File: src/rtl/riscv_ifetch.sv
// Instruction fetch stage: owns the fetch PC, keeps at most one word request in
// flight to instruction memory and buffers returned words with their PCs for decode.
module riscv_ifetch #(
  parameter logic [63:0] RESET_PC = 64'h0,
  parameter int          DEPTH    = 2
) (
  input  logic        clk_i,
  input  logic        rst_ni,
  output logic        imem_req_o,
  output logic [63:0] imem_addr_o,
  input  logic        imem_ready_i,
  input  logic        imem_rvalid_i,
  input  logic [31:0] imem_rdata_i,
  input  logic        redirect_i,
  input  logic [63:0] redirect_pc_i,
  output logic        instr_valid_o,
  output logic [31:0] instr_o,
  output logic [63:0] instr_pc_o,
  input  logic        instr_ready_i,
  output logic [1:0]  dbg_state_o
);

  localparam int PW = (DEPTH > 1) ? $clog2(DEPTH) : 1;
  localparam int CW = $clog2(DEPTH + 1);
  localparam logic [CW-1:0] FULL = CW'(DEPTH);

  localparam logic [1:0] ST_RUN  = 2'd0;
  localparam logic [1:0] ST_WAIT = 2'd1;
  localparam logic [1:0] ST_DROP = 2'd2;

  // Handshakes: a transfer happens on a cycle where valid and ready are both high.
  // imem_req_o holds with a fixed address until accepted (only a redirect withdraws
  // it); instr_valid_o holds its head until instr_ready_i consumes it.

  logic [1:0]    state_q, state_d;
  logic [63:0]   fetch_pc_q, fetch_pc_d;
  logic [63:0]   req_pc_q, req_pc_d;
  logic [PW-1:0] wr_ptr_q, wr_ptr_d;
  logic [PW-1:0] rd_ptr_q, rd_ptr_d;
  logic [CW-1:0] count_q, count_d;
  logic [63:0]   pc_mem_q [DEPTH];
  logic [63:0]   pc_mem_d [DEPTH];
  logic [31:0]   ins_mem_q [DEPTH];
  logic [31:0]   ins_mem_d [DEPTH];

  logic accept;
  logic push;
  logic pop;
  logic unused_redirect_lsbs;

  assign unused_redirect_lsbs = ^redirect_pc_i[1:0];

  assign imem_req_o    = rst_ni & (state_q == ST_RUN) & ~redirect_i & (count_q < FULL);
  assign imem_addr_o   = rst_ni ? fetch_pc_q : RESET_PC;
  assign instr_valid_o = rst_ni & (count_q != '0) & ~redirect_i;
  assign instr_o       = rst_ni ? ins_mem_q[rd_ptr_q] : 32'h0;
  assign instr_pc_o    = rst_ni ? pc_mem_q[rd_ptr_q] : 64'h0;
  assign dbg_state_o   = state_q;

  assign accept = imem_req_o & imem_ready_i;
  assign push   = ~redirect_i & (state_q == ST_WAIT) & imem_rvalid_i;
  assign pop    = instr_valid_o & instr_ready_i;

  always_comb begin
    state_d    = state_q;
    fetch_pc_d = fetch_pc_q;
    req_pc_d   = req_pc_q;
    wr_ptr_d   = wr_ptr_q;
    rd_ptr_d   = rd_ptr_q;
    count_d    = count_q;
    pc_mem_d   = pc_mem_q;
    ins_mem_d  = ins_mem_q;

    if (redirect_i) begin
      fetch_pc_d = {redirect_pc_i[63:2], 2'b00};
      wr_ptr_d   = '0;
      rd_ptr_d   = '0;
      count_d    = '0;
      // An in-flight request must still return before a new one may go out.
      case (state_q)
        ST_WAIT, ST_DROP: state_d = imem_rvalid_i ? ST_RUN : ST_DROP;
        default:          state_d = ST_RUN;
      endcase
    end else begin
      case (state_q)
        ST_RUN: begin
          if (accept) begin
            req_pc_d   = fetch_pc_q;
            fetch_pc_d = fetch_pc_q + 64'd4;
            state_d    = ST_WAIT;
          end
        end
        ST_WAIT: begin
          if (imem_rvalid_i) state_d = ST_RUN;
        end
        ST_DROP: begin
          if (imem_rvalid_i) state_d = ST_RUN;
        end
        default: state_d = ST_RUN;
      endcase

      if (push) begin
        pc_mem_d[wr_ptr_q]  = req_pc_q;
        ins_mem_d[wr_ptr_q] = imem_rdata_i;
        wr_ptr_d            = wr_ptr_q + PW'(1);
      end
      if (pop) begin
        rd_ptr_d = rd_ptr_q + PW'(1);
      end
      case ({push, pop})
        2'b10:   count_d = count_q + CW'(1);
        2'b01:   count_d = count_q - CW'(1);
        default: count_d = count_q;
      endcase
    end
  end

  always_ff @(posedge clk_i) begin
    if (!rst_ni) begin
      state_q    <= ST_RUN;
      fetch_pc_q <= RESET_PC;
      req_pc_q   <= '0;
      wr_ptr_q   <= '0;
      rd_ptr_q   <= '0;
      count_q    <= '0;
      for (int i = 0; i < DEPTH; i++) begin
        pc_mem_q[i]  <= '0;
        ins_mem_q[i] <= '0;
      end
    end else begin
      state_q    <= state_d;
      fetch_pc_q <= fetch_pc_d;
      req_pc_q   <= req_pc_d;
      wr_ptr_q   <= wr_ptr_d;
      rd_ptr_q   <= rd_ptr_d;
      count_q    <= count_d;
      pc_mem_q   <= pc_mem_d;
      ins_mem_q  <= ins_mem_d;
    end
  end

endmodule

File: config.mk
export PLATFORM = sky130hd
export DESIGN_NAME = riscv_ifetch
export DESIGN_NICKNAME = d
export VERILOG_FILES = /design/src/rtl/riscv_ifetch.sv
export SDC_FILE = /design/constraint.sdc
export NUM_CORES = 1
export LEC_CHECK = 0
export CORE_AREA = 5 5 181 183
export DETAILED_ROUTE_END_ITERATION = 6
export DIE_AREA = 0 0 186 188
export PLACE_DENSITY_LB_ADDON = 0.25
export SYNTH_ARGS = -nofsm -noshare
export SYNTH_HDL_FRONTEND = slang
export SYNTH_SLANG_ARGS = --single-unit
File: constraint.sdc
create_clock -name clk_i -period 2.75 [get_ports clk_i]
set_clock_uncertainty 0.05 [all_clocks]
set_input_delay 0.55 -clock clk_i [delete_from_list [all_inputs] [get_ports clk_i]]
set_output_delay 0.55 -clock clk_i [all_outputs]
set_load 0.1 [all_outputs]
==> flow_metrics.py <==
metrics = {
    "timing": {
        "rsz0062_at_grt": "no",
        "maxSlewViolCount": 0,
        "slew_headroom_pct": 48.8,
        "min_period_ns": 2.61,
        "fin_setup_tns_ns": 0,
        "period_share_pct": 95.0,
        "tightest_slew_ns": 0.767,
        "fmax_mhz": 383,
        "setup-violations-final": 0,
        "whs_ns": 0.401,
        "hold_viol_final": 0,
    },
    "setup_path": {
        "crit_end": "fetch_pc_q[61]",
        "r2r_cells": 5,
        "critPathLaunchType": "flop",
        "crit_path_end_kind": "flop",
        "cp.required_ns": 3.13,
        "worstSetupStartpoint": "fetch_pc_q[37]",
        "cp.arrival_ns": 2.99,
        "crit_fanout": 8,
        "r2r_slack_ns": 0.14,
        "r2r_end": "fetch_pc_q[61]",
        "r2r_start": "fetch_pc_q[37]",
        "critical_path_class": "flop to flop",
    },
    "detailed_routing": {
        "viasPerCell": 5.72,
        "wl_per_cell_um": 18.5,
        "drtAntennaViolNets": 0,
        "drc": 0,
        "drt_wl_total_um": 48700,
        "drt_iter0_drc": 1350,
        "dr.pass1.iters": 5,
        "via_count": 15097,
    },
    "synth": {
        "yosysUniqueCellTypes": 65,
        "synth_area_um2": 14700,
        "avgSynthCellArea_um2": 7.50,
        "ys_ff_latch": 318,
        "synth-warning-count": 0,
        "synth-edff-count": 0,
        "synthArstFlopShare_pct": 0,
        "syn_inst": 1953,
        "yosysSeqAreaShare_pct": 43.5,
        "synthFlopType": "dfxtp_1",
    },
    "layout": {
        "syn2layout_area_growth_pct": 46.1,
        "final_layout_size_suffix_gt1_share_pct": 19.9,
        "num-nets-final": 2317,
    },
    "power": {
        "p_total_mw": 10.7,
        "power_density_nw_per_um2": 498,
        "vdd_ir_drop_max_uv": 327,
        "leakage_nw": 7.15,
    },
    "die": {
        "die_h_um": 188,
        "rows": 65,
        "ios": 266,
        "dieWidth_um": 186,
        "core_um2": 31100,
        "start_util_pct": 47.2,
        "dieArea_um2": 35000,
    },
    "grt": {
        "grt_pass1_wl_um": 77500,
        "antenna_found_initial": 1,
        "grt_usage_pct": 27.0,
        "grt_max_degree": 67,
        "overflow": 0,
        "grt_pass1_vias": 14667,
    },
    "flow_run": {
        "maxCapViolCount": 0,
    },
    "clock_tree": {
        "cts_hold_buf": 0,
        "htreeDepth": 2,
        "cts_buffers": 35,
        "cts.path.max_buffers": 3,
        "clk_latency_ns": 0.51,
        "clkTransAtPathRegs_ns": 0.06,
        "cts.sinks": 318,
        "cts-root-buf": "clkbuf_16",
        "cts_tree": "done",
    },
    "worst_hold_path": {
        "hp-class": "flop to flop",
        "hold_start": "pc_mem_q[106]",
    },
    "placement": {
        "io_buffers": 259,
        "hpwl_um": 33900,
        "gp_congestion": 0.959,
    },
    "run_status": {
        "outcome": "finished, final reports clean",
    },
}
worst min-delay path by stage:
stage | cells past startpoint | slack [ns] | endpoint
finish | 2 | 0.40 | pc_mem_q[106]
detailed placement | 2 | 0.39 | ins_mem_q[25]
global route | 2 | 0.42 | ins_mem_q[35]
CTS | 2 | 0.40 | pc_mem_q[106]
floorplan | 2 | 0.38 | req_pc_q[13]
global placement | 2 | 0.39 | ins_mem_q[62]
layout make-up:
class / count / area (um2)
antenna: 1 / 2.50
clock buffer: 54 / 1060
clock inverter: 8 / 73.8
timing repair buffer: 380 / 5240
inverter: 16 / 71.3
sequential: 318 / 6380
tap: 402 / 503
multi-input combinational: 1460 / 8080
fill: 2407 / 9660
flip-flops by register name, summed over array words and instances, names as in the netlist:
| register | cells |
|---|---|
| count_q | 2 |
| dbg_state_o | 2 |
| fetch_pc_q | 62 |
| ins_mem_q | 64 |
| pc_mem_q | 124 |
| rd_ptr_q | 1 |
| req_pc_q | 62 |
| wr_ptr_q | 1 |
per-stage QoR:
step | worst slack, ns | area, um2 | cells | util (%)
2_1_floorplan | -0.382 | 15200 | 1956 | -
3_3_place_gp | 0.138 | 20200 | 2575 | 65.2
3_5_place_dp | 0.0771 | 20200 | 2575 | 65.2
4_1_cts | 0.0162 | 21400 | 2637 | 68.8
5_1_grt | 0.0830 | 21400 | 2639 | 68.9
6_report | 0.138 | 21400 | 2639 | 68.9
power breakdown:
part	internal, mW	total (mW)	switching (mW)
logic	0.489	1.29	0.806
clock network	2.75	4.61	1.86
registers	4.68	4.75	0.0750
cells by family (layout without fill, tap and decap cells):
family	after synthesis	after routing	share of synthesized area [%]
other	1	5	0.0256
buffers and inverters	178	458	4.80
adder cells (fa/ha/maj)	4	4	0.342
flip-flops	318	318	43.5
XOR/XNOR	3	3	0.179
AO/OA/AOI/OAI	403	403	15.7
multiplexers	100	100	6.87
AND/OR/NAND/NOR	946	946	28.6
cell usage after synthesis, types with 10 or more instances:
cell type	count	area share (%)
a21oi_1	277	9.5
a31oi_1	22	0.94
and2_1	65	2.8
and3_1	15	0.64
buf_1	10	0.26
clkbuf_1	137	3.5
dfxtp_1	318	43
inv_1	15	0.38
mux2i_1	96	6.6
nand2_1	555	14
nand3_1	30	1.0
nand4_1	28	1.2
nor2_1	153	3.9
nor3_1	16	0.55
nor4_1	13	0.56
o21ai_0	25	0.85
or3_1	16	0.68
or4_1	22	1.1
critical path, cell delays in order, from the launching register on:
cell and delay [ns]:
dfxtp_1 0.50, nand3_1 0.17, or4_1 0.55, or4b_1 0.67, or4_1 0.51, o221ai_1 0.09
what timing repair did:
| action | in CTS | in global routing |
|---|---|---|
| resized for setup | 0 | 3 |
| buffers inserted | 0 | 1 |
| endpoints found under the setup margin | 0 | 19 |
metal layers:
layer / vias to the layer above / part of all wire [%] / global-route usage, % / wire (um)
met1: 7112 / 41 / 36.8 / 20100
met3: 96 / 9.0 / 4.25 / 4380
met5: - / 0 / 0 / 0
met2: 731 / 47 / 44.1 / 23000
li1: 7158 / - / - / -
met4: 0 / 2.4 / 7.82 / 1180
cells in the final DEF, fill, tap and decap left out, types with 37 or more instances in the layout:
cell	netlist	final
nand2_1	555	554
clkdlybuf4s50_1	0	97
and2_1	65	65
nor2_2	0	38
mux2i_1	96	96
clkbuf_16	0	37
dfxtp_1	318	315
buf_12	0	171
buf_4	4	108
nor2_4	0	47
nor2_1	153	68
a21oi_1	277	276
No activity file was read; power rests on OpenSTA's default activity.
